**src/rtl/reg_cmd_sequencer_pkg.sv**
```systemverilog
// Shared FunSel codes and sequencer state encoding for the
// FunSel-register command sequencer.
package reg_cmd_sequencer_pkg;

  typedef enum logic [1:0] {
    FS_CLEAR = 2'b00,
    FS_LOAD  = 2'b01,
    FS_DEC   = 2'b10,
    FS_INC   = 2'b11
  } funsel_e;

  typedef enum logic [1:0] {
    S_IDLE   = 2'b00,
    S_ISSUE  = 2'b01,
    S_SETTLE = 2'b10,
    S_CHECK  = 2'b11
  } state_e;

  // Increment and decrement repeat; clear and load are single shots.
  function automatic logic is_step(input logic [1:0] op);
    return op[1];
  endfunction

endpackage

```
**src/rtl/reg_cmd_sequencer_if.sv**
```systemverilog
// Command handshake plus register-side stimulus/readback bundle.
// slave is the sequencer's view; master is the control-unit view.
interface reg_cmd_sequencer_if #(
  parameter int N  = 4,
  parameter int CW = 4
);
  logic          cmd_valid;
  logic          cmd_ready;
  logic [1:0]    cmd_op;
  logic [N-1:0]  cmd_data;
  logic [CW-1:0] cmd_count;
  logic [1:0]    reg_funsel;
  logic          reg_enable;
  logic [N-1:0]  reg_data_in;
  logic [N-1:0]  reg_q;
  logic          busy;
  logic          done;
  logic [N-1:0]  result;
  logic          mismatch;

  modport slave (
    input  cmd_valid, cmd_op, cmd_data,
    input  cmd_count, reg_q,
    output cmd_ready, reg_funsel,
    output reg_enable, reg_data_in,
    output busy, done, result, mismatch
  );

  modport master (
    output cmd_valid, cmd_op, cmd_data,
    output cmd_count, reg_q,
    input  cmd_ready, reg_funsel,
    input  reg_enable, reg_data_in,
    input  busy, done, result, mismatch
  );
endinterface

```
**src/rtl/reg_cmd_sequencer.sv**
```systemverilog
// Drives clear/load/inc/dec pulses into a FunSel register and
// checks the read-back value against an internal expected model.
module reg_cmd_sequencer
  import reg_cmd_sequencer_pkg::*;
#(
  parameter int N  = 4,
  parameter int CW = 4
) (
  input  logic clk,
  input  logic reset,
  reg_cmd_sequencer_if.slave bus
);

  state_e        state_q, state_d;
  logic [1:0]    op_q, op_d;
  logic [CW-1:0] rem_q, rem_d;
  logic [N-1:0]  exp_q, exp_d;
  logic          ready_q, ready_d;
  logic          busy_q, busy_d;
  logic          done_q, done_d;
  logic [N-1:0]  result_q, result_d;
  logic          mism_q, mism_d;
  logic          en_q, en_d;
  logic [1:0]    fs_q, fs_d;
  logic [N-1:0]  din_q, din_d;

  logic accept;
  logic step;
  logic zero_cnt;

  // ready is only ever high in IDLE or CHECK
  assign accept   = bus.cmd_valid && ready_q;
  assign step     = is_step(bus.cmd_op);
  assign zero_cnt = (bus.cmd_count == '0);

  always_ff @(posedge clk or posedge reset) begin
    if (reset) state_q <= S_IDLE;
    else       state_q <= state_d;
  end

  always_comb begin
    state_d = state_q;
    unique case (state_q)
      S_IDLE: begin
        if (accept)
          state_d = (step && zero_cnt) ? S_SETTLE
                                       : S_ISSUE;
      end
      S_ISSUE: begin
        if (rem_q == CW'(1)) state_d = S_SETTLE;
      end
      S_SETTLE: state_d = S_CHECK;
      S_CHECK: begin
        if (accept)
          state_d = (step && zero_cnt) ? S_SETTLE
                                       : S_ISSUE;
        else
          state_d = S_IDLE;
      end
      default: state_d = S_IDLE;
    endcase
  end

  always_comb begin
    op_d     = op_q;
    rem_d    = rem_q;
    exp_d    = exp_q;
    ready_d  = ready_q;
    busy_d   = busy_q;
    done_d   = 1'b0;
    result_d = result_q;
    mism_d   = mism_q;
    en_d     = en_q;
    fs_d     = fs_q;
    din_d    = din_q;

    unique case (state_q)
      S_ISSUE: begin
        rem_d = rem_q - CW'(1);
        unique case (1'b1)
          (op_q == FS_INC): exp_d = exp_q + N'(1);
          (op_q == FS_DEC): exp_d = exp_q - N'(1);
          default:          exp_d = exp_q;
        endcase
        if (rem_q == CW'(1)) en_d = 1'b0;
      end
      S_SETTLE: begin
        done_d   = 1'b1;
        result_d = bus.reg_q;
        mism_d   = (bus.reg_q != exp_q);
        ready_d  = 1'b1;
        busy_d   = 1'b0;
      end
      default: ;
    endcase

    // Accept from IDLE, or on the edge that closes the done cycle.
    if (accept) begin
      op_d    = bus.cmd_op;
      ready_d = 1'b0;
      busy_d  = 1'b1;
      rem_d   = step ? bus.cmd_count : CW'(1);
      unique case (bus.cmd_op)
        FS_CLEAR: exp_d = '0;
        FS_LOAD:  exp_d = bus.cmd_data;
        default:  exp_d = bus.reg_q;
      endcase
      if (!(step && zero_cnt)) begin
        en_d  = 1'b1;
        fs_d  = bus.cmd_op;
        din_d = (bus.cmd_op == FS_LOAD)
              ? bus.cmd_data : '0;
      end
    end
  end

  always_ff @(posedge clk or posedge reset) begin
    if (reset) begin
      op_q     <= FS_CLEAR;
      rem_q    <= '0;
      exp_q    <= '0;
      ready_q  <= 1'b1;
      busy_q   <= 1'b0;
      done_q   <= 1'b0;
      result_q <= '0;
      mism_q   <= 1'b0;
      en_q     <= 1'b0;
      fs_q     <= FS_CLEAR;
      din_q    <= '0;
    end else begin
      op_q     <= op_d;
      rem_q    <= rem_d;
      exp_q    <= exp_d;
      ready_q  <= ready_d;
      busy_q   <= busy_d;
      done_q   <= done_d;
      result_q <= result_d;
      mism_q   <= mism_d;
      en_q     <= en_d;
      fs_q     <= fs_d;
      din_q    <= din_d;
    end
  end

  assign bus.cmd_ready   = ready_q;
  assign bus.busy        = busy_q;
  assign bus.done        = done_q;
  assign bus.result      = result_q;
  assign bus.mismatch    = mism_q;
  assign bus.reg_enable  = en_q;
  assign bus.reg_funsel  = fs_q;
  assign bus.reg_data_in = din_q;

endmodule

```
**src/flat_wrapper.sv**
```systemverilog
// flat-port wrapper written by rule: the top's interface ports become plain ports
module reg_cmd_sequencer_flat import reg_cmd_sequencer_pkg::*;
#(
  parameter int N  = 4,
  parameter int CW = 4
)
  (clk, reset, bus_cmd_valid, bus_cmd_op, bus_cmd_data, bus_cmd_count, bus_reg_q, bus_cmd_ready, bus_reg_funsel, bus_reg_enable, bus_reg_data_in, bus_busy, bus_done, bus_result, bus_mismatch);
  reg_cmd_sequencer_if #(.N(N), .CW(CW)) bus_i ();
  input  logic clk;
  input  logic reset;
  input wire logic [$bits(bus_i.cmd_valid)-1:0] bus_cmd_valid;
  input wire logic [$bits(bus_i.cmd_op)-1:0] bus_cmd_op;
  input wire logic [$bits(bus_i.cmd_data)-1:0] bus_cmd_data;
  input wire logic [$bits(bus_i.cmd_count)-1:0] bus_cmd_count;
  input wire logic [$bits(bus_i.reg_q)-1:0] bus_reg_q;
  output wire logic [$bits(bus_i.cmd_ready)-1:0] bus_cmd_ready;
  output wire logic [$bits(bus_i.reg_funsel)-1:0] bus_reg_funsel;
  output wire logic [$bits(bus_i.reg_enable)-1:0] bus_reg_enable;
  output wire logic [$bits(bus_i.reg_data_in)-1:0] bus_reg_data_in;
  output wire logic [$bits(bus_i.busy)-1:0] bus_busy;
  output wire logic [$bits(bus_i.done)-1:0] bus_done;
  output wire logic [$bits(bus_i.result)-1:0] bus_result;
  output wire logic [$bits(bus_i.mismatch)-1:0] bus_mismatch;
  assign bus_i.cmd_valid = bus_cmd_valid;
  assign bus_i.cmd_op = bus_cmd_op;
  assign bus_i.cmd_data = bus_cmd_data;
  assign bus_i.cmd_count = bus_cmd_count;
  assign bus_i.reg_q = bus_reg_q;
  assign bus_cmd_ready = bus_i.cmd_ready;
  assign bus_reg_funsel = bus_i.reg_funsel;
  assign bus_reg_enable = bus_i.reg_enable;
  assign bus_reg_data_in = bus_i.reg_data_in;
  assign bus_busy = bus_i.busy;
  assign bus_done = bus_i.done;
  assign bus_result = bus_i.result;
  assign bus_mismatch = bus_i.mismatch;
  reg_cmd_sequencer #(.N(N), .CW(CW)) u_core (.clk(clk), .reset(reset), .bus(bus_i));
endmodule
```
**config.mk**
```make
export PLATFORM = sky130hd
export DESIGN_NAME = reg_cmd_sequencer_flat
export DESIGN_NICKNAME = d
export VERILOG_FILES = /design/src/rtl/reg_cmd_sequencer_pkg.sv /design/src/rtl/reg_cmd_sequencer_if.sv /design/src/rtl/reg_cmd_sequencer.sv /design/src/flat_wrapper.sv
export SDC_FILE = /design/constraint.sdc
export NUM_CORES = 1
export LEC_CHECK = 0
export ABC_AREA = 1
export BUFFER_PORTS_ARGS = -buffer_cell sky130_fd_sc_hd__buf_2
export CAP_MARGIN = 25
export CORE_MARGIN = 2
export CORE_UTILIZATION = 44
export CTS_BUF_LIST = sky130_fd_sc_hd__clkbuf_2 sky130_fd_sc_hd__clkbuf_4 sky130_fd_sc_hd__clkbuf_8
export DETAILED_ROUTE_END_ITERATION = 7
export PLACE_DENSITY = 0.79
export SKIP_CTS_REPAIR_TIMING = 1
export SLEW_MARGIN = 10
export SYNTH_ARGS = -nofsm -noshare
export SYNTH_HDL_FRONTEND = slang
export SYNTH_SLANG_ARGS = --single-unit
```
**constraint.sdc**
```tcl
create_clock -name clk -period 2.3 [get_ports clk]
set_input_delay 0.345 -clock clk [delete_from_list [all_inputs] [get_ports clk]]
set_output_delay 0.345 -clock clk [all_outputs]
set_load 0.03 [all_outputs]
```
==> metrics.md, run 1 <==
| Metric | Value |
|---|---|
| # diodes | `0` |
| CP most frequent cell | `nand2_1` |
| Worst VDD drop | `0.5557 mV` |
| Initial antenna violation count | `0` |
| Wirelength, routed | `2872 µm` |
| Share of layout cells above drive strength 1 | `20.39%` |
| Die area | `3604 µm²` |
| Final nets | `227` |
| Tcrit/Tclk final | `74.81%` |
| Max Cap Viol | `0` |
| Final number of max-transition violations | `0` |
| Arr. time, crit path | `1.94 ns` |
| Root Driver | `clkbuf_4` |
| Number of global-route vias before repair | `1087` |
| Final instance area | `1609 µm²` |
| Die Ht | `60.03 µm` |
| Clock tree from TritonCTS | `built` |
| Syn-to-layout area delta | `16.49%` |
| Actual slew at the worst max-slew pin | `0.3904 ns` |
| Post-route DRC | `0` |
| Initial DRC count | `54` |
| GRT Resource Usage Total | `17.90%` |
| TritonCTS Buffers | `3` |
| Routed Antenna Nets | `0` |
| Mapped Avg Cell Area | `7.985 µm²` |
| Flop pwr share | `36.9%` |
| Sw frac | `47.94%` |
| Synth cell types | `24` |
| Syn_nets | `193` |
| Setup CP Type | `register to register` |
| Tmin final | `1.721 ns` |
| CP Launch Type | `register` |
| Reg clk slew, reported paths | `0.15 ns` |
| Via count | `1245` |
| Grt ovf | `0` |
| Synthesized area | `1381 µm²` |
| Clock Path Buffers | `2` |
| Vias per cell | `4.980` |
| Pin count of the biggest net entering global routing | `28` |
| CP max stage delay | `0.57 ns` |
| Core area | `3028 µm²` |
| Post-synth EDFFs | `0` |
| #FFs+latches synth | `27` |
| Rows | `20` |
| DR pass1 iterations | `4` |
| Setup tns final | `0 ns` |
| Hpwl dp | `2229 µm` |
| Post-synth top area share | `47.10%` |
| Worst Hold Class | `primary input to async pin` |
| Top Ports | `32` |
| PwrDens | `1403 nW/µm²` |
| Clock network fraction of design power | `9.1%` |
| Cell count after synthesis | `173` |
| Cell internal pwr | `1.176 mW` |
| Latest clock arrival within the worst-skew pair | `0.33 ns` |
| Leakage power | `0.8950 nW` |
| R2R Setup Slk | `0.58 ns` |
| Fin Hold WS | `0.04467 ns` |
| Synth Flop Type | `dfrtp_1` |
| Placed Area | `1579 µm²` |
| Combinational share of power | `54.0%` |
| Worst path slowest cell | `dfstp_2` |
| Ordered list of cells on the worst path | `nand2_2 > inv_1 > nand2_1 > nand2_1 > o21ai_0` |
| PortBufs | `31` |
| GPL Wtd Cong | `0.9086` |
| Critical Path RT | `2.52 ns` |
| Initial Utilization | `45.62%` |
| Max-slew headroom | `73.95%` |
| Most common cell after layout, fill and taps aside | `nand2_1` |
| Filler instances | `304` |
| Async set or reset register ratio after synthesis | `100.0%` |
| Critical-path maximum fanout | `13` |
| Most frequent cells in the layout | `nand2_1 (43), buf_2 (31), inv_1 (29)` |
| Ys Warns | `0` |
| Synth top area cells | `dfrtp_1 (47%), nand2_1 (12%), inv_1 (7.9%)` |
| Status | `finished, final reports clean` |
| Setup crit end kind | `register` |
| FMAX | `581.2 MHz` |
| Final setup viols | `0` |
| Sequential fraction of the synthesis area | `49.00%` |
| Clock Sinks | `27` |
| Largest area contributor in the netlist | `dfrtp_1` |
| Hold Vio Cnt, Final | `0` |
| Global-route wire length before repair | `4864 µm` |
| RSZ-0062 raised after global routing | `false` |
| Switch Pwr | `1.082 mW` |
| Die span in x | `60.03 µm` |
| Per-cell routed wire length | `11.49 µm` |
| Setup Skew | `0.01454 ns` |
| H-tree depth | `1` |
| Final Util | `53.14%` |
[routing by layer]
metal  global-route usage [%]  wire (µm)  vias up
met5                        0          0        -
met4                    5.397         43        0
met3                    2.165        123        7
met1                    25.96       1404      578
met2                    27.95       1300       34
li1                         -          -      626
[cell usage after synthesis (2+ instances only)]
library cell	number
nand2_1	43
o22ai_1	2
xor2_1	3
o21ai_0	21
nor2_1	12
ha_1	3
nand3_1	11
nand4_1	2
nand2_2	2
dfrtp_1	26
o211ai_1	3
inv_1	29
a31oi_1	2
a21oi_1	4
[metrics by stage]
stage                     setup WS (ns)  instances  total power, mW
after floorplan                  0.9221        173            1.765
after global placement           0.6929        246            2.032
after detailed placement         0.6145        246            2.061
after CTS                        0.6074        250            2.270
after global routing             0.4069        250            2.471
final                            0.5793        250            2.258
[final timing paths]
path	endpoint	from	depth (start not counted)
worst max-delay path	u_core.bus.reg_data_in[2]	u_core.bus.cmd_ready	5
worst max register to register	u_core.bus.reg_data_in[2]	u_core.bus.cmd_ready	5
max in group asynchronous	u_core.bus.cmd_ready	reset	3
min in group clk	u_core.bus.reg_data_in[3]	bus_cmd_data[3]	3
worst min-delay path	u_core.bus.reg_enable	reset	3
worst min register to register	u_core.bus.busy	u_core.bus.busy	2
[worst max-delay path, delay by kind of cell, from the launching register on]
family | cells | cell delay, ns
AND/OR/NAND/NOR | 3 | 0.58
flip-flops | 1 | 0.57
buffers and inverters | 1 | 0.36
AO/OA/AOI/OAI | 1 | 0.09
[registers in the layout, summed over array words and instances, names as in the netlist, 2 cells and up]
register and cells:
u_core.exp_q 4, u_core.rem_q 4, u_core.op_q 2, u_core.bus.reg_data_in 4, u_core.bus.reg_funsel 2, u_core.bus.result 4
u_core.state_q 2
[cell type report]
cell class / instances / area [µm²] / area share, %
clock buffer: 3 / 22.52 / 1.400
tap: 44 / 55.05 / 3.421
sequential: 27 / 676.9 / 42.07
clock inverter: 1 / 7.507 / 0.4666
inverter: 30 / 112.6 / 6.998
timing repair buffer: 32 / 162.7 / 10.11
multi-input combinational: 113 / 571.8 / 35.54
[power groups by stage]
stage / Sequential, mW / Combinational (mW) / Clock (mW)
after CTS: 0.834 / 1.22 / 0.213
after detailed placement: 0.843 / 1.22 / 0
after global routing: 0.861 / 1.37 / 0.238
after global placement: 0.835 / 1.20 / 0
after floorplan: 1.06 / 0.708 / 0
final: 0.832 / 1.22 / 0.206
[cells by family after synthesis]
family,share of synthesized area (%)
flip-flops,49.00
AO/OA/AOI/OAI,14.86
XOR/XNOR,1.903
adder cells (fa/ha/maj),2.718
buffers and inverters,9.600
AND/OR/NAND/NOR,21.92
Note: power is estimated with default switching activity, not from simulation.
==> run 2: changes to the inputs <==
--- a/config.mk
+++ b/config.mk
@@ -5,14 +5,14 @@
 export SDC_FILE = /design/constraint.sdc
 export NUM_CORES = 1
 export LEC_CHECK = 0
-export ABC_AREA = 1
+export ABC_AREA = 0
 export BUFFER_PORTS_ARGS = -buffer_cell sky130_fd_sc_hd__buf_2
 export CAP_MARGIN = 25
 export CORE_MARGIN = 2
 export CORE_UTILIZATION = 44
 export CTS_BUF_LIST = sky130_fd_sc_hd__clkbuf_2 sky130_fd_sc_hd__clkbuf_4 sky130_fd_sc_hd__clkbuf_8
 export DETAILED_ROUTE_END_ITERATION = 7
-export PLACE_DENSITY = 0.79
+export PLACE_DENSITY = 0.8
 export SKIP_CTS_REPAIR_TIMING = 1
 export SLEW_MARGIN = 10
 export SYNTH_ARGS = -nofsm -noshare
==> constraint.sdc (replaced) <==
create_clock -name clk -period 1.75 [get_ports clk]
set_input_delay 0.2625 -clock clk [delete_from_list [all_inputs] [get_ports clk]]
set_output_delay 0.2625 -clock clk [all_outputs]
set_load 0.03 [all_outputs]
==> run 2 against run 1 <==
  * The run now ends with design-rule violations left
  * Count of clock-buffer cells in the layout increased by 1
  * Fmax increased by 1.1%
  * Sequential power grew 39%
  * Clock power rose by 40%
  * Global-route usage down 0.59 points
  * Non-clock buffer count grew 5
  * Register-to-register slack worse by 0.53 ns
  * Hold slack better by 0.12 ns
  * Power increased by 26%
  * Die area is 3.8% lower
  * Critical endpoint is now u_core.exp_q[2]
==> metrics.md, run 2 <==
| Metric | Value |
|---|---|
| Clock Sinks | `27` |
| Pin count of the biggest net entering global routing | `28` |
| Setup crit end kind | `register` |
| # diodes | `0` |
| Hpwl dp | `2123 µm` |
| Critical Path RT | `1.95 ns` |
| CP Launch Type | `register` |
| Leakage power | `0.7737 nW` |
| Wirelength, routed | `2765 µm` |
| Setup tns final | `0 ns` |
| Async set or reset register ratio after synthesis | `100.0%` |
| RSZ-0062 raised after global routing | `false` |
| Post-synth top area share | `49.10%` |
| Largest area contributor in the netlist | `dfrtp_1` |
| Ordered list of cells on the worst path | `nor2b_4 > xor2_1 > ha_2 > or3_1 > a21oi_2 > xnor2_1 > a21oi_2` |
| Sequential fraction of the synthesis area | `51.09%` |
| PwrDens | `1801 nW/µm²` |
| Post-synth EDFFs | `0` |
| Mapped Avg Cell Area | `9.815 µm²` |
| #FFs+latches synth | `27` |
| Final number of max-transition violations | `0` |
| Post-route DRC | `1` |
| Cell count after synthesis | `135` |
| Worst VDD drop | `0.7903 mV` |
| Tcrit/Tclk final | `97.22%` |
| Share of layout cells above drive strength 1 | `27.65%` |
| Failing checks | `design-rule violations` |
| Met3 Wirelength | `122 µm` |
| DR pass1 iterations | `6` |
| FF-to-FF path depth | `7` |
| Per-cell routed wire length | `13.76 µm` |
| Routed wl met2 | `1357 µm` |
| TritonCTS Buffers | `3` |
| Core area | `2805 µm²` |
| Top Ports | `32` |
| Area of the multi-input gates | `601.8 µm²` |
| Via count | `1086` |
| Vias per cell | `5.403` |
| Grt ovf | `0` |
| Register area | `676.9 µm²` |
| Placed cells | `195` |
| Reg clk slew, reported paths | `0.15 ns` |
| Syn_nets | `155` |
| GPL Wtd Cong | `0.7868` |
| Final Util | `56.20%` |
| Ys Warns | `0` |
| Tot Pwr | `2.840 mW` |
| Max-slew headroom | `60.39%` |
| Synth Flop Type | `dfrtp_1` |
| Root Driver | `clkbuf_4` |
| Top Metal Used | `met4` |
| Setup slack after layout | `0.04857 ns` |
| R2R Setup Slk | `0.05 ns` |
| Routed Antenna Nets | `0` |
| Final instance area | `1577 µm²` |
| Filler instances | `246` |
| Fin Hold WS | `0.1662 ns` |
| Actual slew at the worst max-slew pin | `0.5927 ns` |
| Worst Hold Class | `primary input to register` |
| GRT Resource Usage Total | `17.31%` |
| Arr. time, crit path | `1.90 ns` |
| Worst path slowest cell | `dfrtp_1` |
| Final setup viols | `0` |
| Count leader, synth | `nand2_1` |
| Synth top area cells | `dfrtp_1 (49%), nand2_1 (8.5%), xor2_1 (4.6%)` |
| Clock Path Buffers | `2` |
| H-tree depth | `1` |
| Placed Area | `1521 µm²` |
| Tmin final | `1.701 ns` |
| Initial Utilization | `47.23%` |
| R2r startpoint | `u_core.op_q[1]` |
| PortBufs | `31` |
| FMAX | `587.7 MHz` |
| Synth cell types | `34` |
| Setup Skew | `0.005503 ns` |
| Hold Vio Cnt, Final | `0` |
| Rows | `19` |
| Critical-path maximum fanout | `3` |
| Final nets | `191` |
| Syn-to-layout area delta | `18.98%` |
| CP max stage delay | `0.43 ns` |
| Most frequent cells in the layout | `buf_2 (31), nand2_1 (30), dfrtp_1 (26)` |
| Clock tree from TritonCTS | `built` |
| Status | `finished with violations` |
| Setup CP Type | `register to register` |
| Synthesized area | `1325 µm²` |
| Wl on met1 | `1216 µm` |
| Latest clock arrival within the worst-skew pair | `0.32 ns` |
| Global-route wire length before repair | `4519 µm` |
| Worst Hold Path Cells | `3` |
| CP most frequent cell | `a21oi_2` |
| Pre-CTS setup slack | `0.009571 ns` |
| Die area | `3466 µm²` |
| Die Ht | `58.88 µm` |
| Most common cell after layout, fill and taps aside | `buf_2` |
| Hold Startpoint | `bus_reg_q[2]` |
| Initial DRC count | `25` |
| Post-Layout Cell Count | `201` |
| Top post-synthesis cells by count | `nand2_1 (30), dfrtp_1 (26), a21oi_1 (7), xor2_1 (7)` |
| Number of global-route vias before repair | `1005` |
| Max Cap Viol | `0` |
| WHS Endpoint | `u_core.bus.result[2]` |
| Die span in x | `58.88 µm` |
| RR Endpoint | `u_core.exp_q[2]` |
| Initial antenna violation count | `0` |
## run 2: cell types whose count changed after synthesis, moves of 4 or more
| cell | previous run | this run |
|---|---|---|
| a221oi_1 | 0 | 4 |
| inv_1 | 29 | 6 |
| nand2_1 | 43 | 30 |
| nand3_1 | 11 | 1 |
| nor2_1 | 12 | 4 |
| o21ai_0 | 21 | 1 |
| o21ai_1 | 0 | 6 |
| xor2_1 | 3 | 7 |
## run 2: where the power goes
part           internal [mW]  switching, mW  leakage [nW]  total (mW)
sequential             0.922          0.234         0.318        1.16
clock                  0.105          0.183        0.0184       0.288
combinational          0.558          0.838         0.437        1.40
total                   1.58           1.26         0.774        2.84
## run 2: area by class of cell
class	instances	share of cell area, %
Multi-Input combinational cell	95	38.17
Timing Repair Buffer	37	12.86
Tap cell	31	2.460
Inverter	7	1.667
Sequential cell	27	42.94
Clock buffer	4	1.905
## run 2: cell families after synthesis
kind of cell,after synthesis,share of synthesized area [%]
xor gates and xnor gates,10,6.610
DFF,27,51.09
adders and majority gates,4,3.589
and+or+nand+nor,51,17.85
AOI/OAI and AO/OA,25,12.75
buffers and inverters,13,4.060
muxes,5,4.060
## run 2: worst max-delay path: cells and delay by family (launching register included)
kind | cells | cell delay (ns)
AND/OR/NAND/NOR | 2 | 0.46
AO/OA/AOI/OAI | 2 | 0.22
adder cells (fa/ha/maj) | 1 | 0.18
XOR/XNOR | 2 | 0.29
flip-flops | 1 | 0.43
## run 2: per-layer routing
| layer | up-vias | track usage [%] |
|---|---|---|
| met3 | 8 | 1.978 |
| met4 | 0 | 8.766 |
| li1 | 530 | - |
| met1 | 517 | 22.89 |
| met5 | - | 0 |
| met2 | 31 | 28.10 |
## run 2: how the worst max path moves through the flow
stage	startpoint	to	slack, ns	cells past startpoint
2_1_floorplan	u_core.op_q[1]	u_core.exp_q[2]	0.12	7
3_3_place_gp	u_core.op_q[1]	u_core.exp_q[2]	0.09	7
3_5_place_dp	u_core.op_q[1]	u_core.exp_q[2]	0.01	7
4_1_cts	u_core.op_q[1]	u_core.exp_q[2]	-0.02	7
5_1_grt	u_core.op_q[1]	u_core.exp_q[2]	0.006	7
6_report	u_core.op_q[1]	u_core.exp_q[2]	0.05	7
==> run 3: changes to the inputs <==
--- a/config.mk
+++ b/config.mk
@@ -10,7 +10,7 @@
 export CAP_MARGIN = 25
 export CORE_MARGIN = 2
 export CORE_UTILIZATION = 44
-export CTS_BUF_LIST = sky130_fd_sc_hd__clkbuf_2 sky130_fd_sc_hd__clkbuf_4 sky130_fd_sc_hd__clkbuf_8
+export CTS_BUF_LIST = sky130_fd_sc_hd__clkbuf_16
 export DETAILED_ROUTE_END_ITERATION = 7
 export PLACE_DENSITY = 0.8
 export SKIP_CTS_REPAIR_TIMING = 1
==> run 3 against run 2 <==
  * The flow finishes with violations (design-rule violations, negative setup slack)
  * Fmax down 2.9%
  * Sequential cell count unchanged
  * Final area is 2.8% higher
  * Via count rose by 3.3%
  * Non-clock buffer count decreased by 1
  * Sequential share of layout area fell by 1.2 points
  * Power is 9.2% higher
==> metrics.md, run 3 (synthesis gave the netlist of run 2 again) <==
| Metric | Value |
|---|---|
| Status | `finished with violations` |
| Failing checks | `design-rule violations, negative setup slack` |
| Die Ht | `58.88 µm` |
| Initial Utilization | `47.23%` |
| Final setup viols | `1` |
| Share of layout cells above drive strength 1 | `27.81%` |
| Final nets | `190` |
| DR pass1 iterations | `6` |
| Routed Antenna Nets | `0` |
| Tmin final | `1.752 ns` |
| R2r startpoint | `u_core.op_q[1]` |
| H-tree depth | `1` |
| Most common cell after layout, fill and taps aside | `buf_2` |
| R2R Setup Slk | `-0.002 ns` |
| Root Driver | `clkbuf_16` |
| Vias per cell | `5.610` |
| Tcrit/Tclk final | `100.1%` |
| Post-route DRC | `1` |
| Final number of max-transition violations | `0` |
| Final instance area | `1620 µm²` |
| # diodes | `0` |
| Max Cap Viol | `0` |
| Latest clock arrival within the worst-skew pair | `0.26 ns` |
| Setup Skew | `0.002806 ns` |
| Global-route wire length before repair | `4643 µm` |
| PortBufs | `31` |
| Actual slew at the worst max-slew pin | `0.6093 ns` |
| Core area | `2805 µm²` |
| Initial DRC count | `39` |
| Critical Path RT | `1.88 ns` |
| Wirelength, routed | `2879 µm` |
| Via count | `1122` |
| Filler instances | `230` |
| Per-cell routed wire length | `14.40 µm` |
| Setup crit start | `u_core.op_q[1]` |
| Critical-path maximum fanout | `3` |
| Register area | `676.9 µm²` |
| TritonCTS Buffers | `3` |
| Die area | `3466 µm²` |
| RSZ-0062 raised after global routing | `true` |
| Initial antenna violation count | `0` |
| FF-to-FF path depth | `7` |
| Setup CP Type | `register to register` |
| Most frequent cells in the layout | `buf_2 (31), nand2_1 (30), dfrtp_1 (26)` |
| Syn-to-layout area delta | `22.28%` |
| CP Launch Type | `register` |
| Clock Path Buffers | `2` |
| Leakage power | `0.7952 nW` |
| Hpwl dp | `2123 µm` |
| Final Util | `57.76%` |
| Setup tns final | `-0.002297 ns` |
| PwrDens | `1913 nW/µm²` |
| RR Endpoint | `u_core.exp_q[2]` |
| Tot Pwr | `3.100 mW` |
| Number of global-route vias before repair | `1015` |
| Die span in x | `58.88 µm` |
| Placed cells | `195` |
| Arr. time, crit path | `1.88 ns` |
| Clock Sinks | `27` |
| Hold Vio Cnt, Final | `0` |
| Reg clk slew, reported paths | `0.07 ns` |
| Rows | `19` |
| Max-slew headroom | `59.29%` |
| Grt ovf | `0` |
| Top Ports | `32` |
| Area of the multi-input gates | `606.8 µm²` |
| Setup slack after layout | `-0.002297 ns` |
| Worst Hold Class | `primary input to async pin` |
| Pin count of the biggest net entering global routing | `28` |
| Post-Layout Cell Count | `200` |
| Setup crit end kind | `register` |
| GRT Resource Usage Total | `18.05%` |
| Clock tree from TritonCTS | `built` |
| GPL Wtd Cong | `0.7868` |
| Placed Area | `1521 µm²` |
| Worst VDD drop | `0.8126 mV` |
| FMAX | `570.7 MHz` |
## run 3: area by class of cell
class	instances	area share, %
Clock buffer	3	4.633
Tap cell	31	2.394
Timing Repair Buffer	36	11.89
Clock inverter	1	0.2317
Inverter	7	1.622
Sequential cell	27	41.78
Multi-Input combinational cell	95	37.45
## run 3: metal layers
metal  part of all wire (%)  wire, µm  GRT usage [%]
met5                      0         0              0
met4                    2.6        74          9.091
met3                    6.4       185          2.418
met2                     49      1422          29.21
met1                     42      1196          23.75
## run 3: critical path: stages, from the launching register on
cell	delay [ns]
dfrtp_1	0.39
nor2b_4	0.14
xor2_1	0.14
ha_2	0.19
or3_4	0.38
a21oi_2	0.16
xnor2_1	0.16
a21oi_2	0.07
## run 3: how the worst max path moves through the flow
| stage | end | slack [ns] | cells after the start |
|---|---|---|---|
| 6_report | u_core.exp_q[2] | -0.002 | 7 |
| 5_1_grt | u_core.exp_q[2] | -0.05 | 7 |
| 4_1_cts | u_core.exp_q[2] | -0.007 | 7 |
| 3_5_place_dp | u_core.exp_q[2] | 0.01 | 7 |
| 3_3_place_gp | u_core.exp_q[2] | 0.09 | 7 |
| 2_1_floorplan | u_core.exp_q[2] | 0.12 | 7 |
## run 3: where the power goes
group	switching (mW)	internal [mW]
Combinational	0.853	0.567
Clock	0.209	0.306
Sequential	0.239	0.926
## run 3: metrics by stage
stage,setup WS [ns],hold slack [ns]
final,-0.002297,0.05013
after CTS,-0.006505,0.06133
after floorplan,0.1242,0.3145
after global placement,0.09024,0.3344
after global routing,-0.04693,0.08096
after detailed placement,0.009571,0.3370
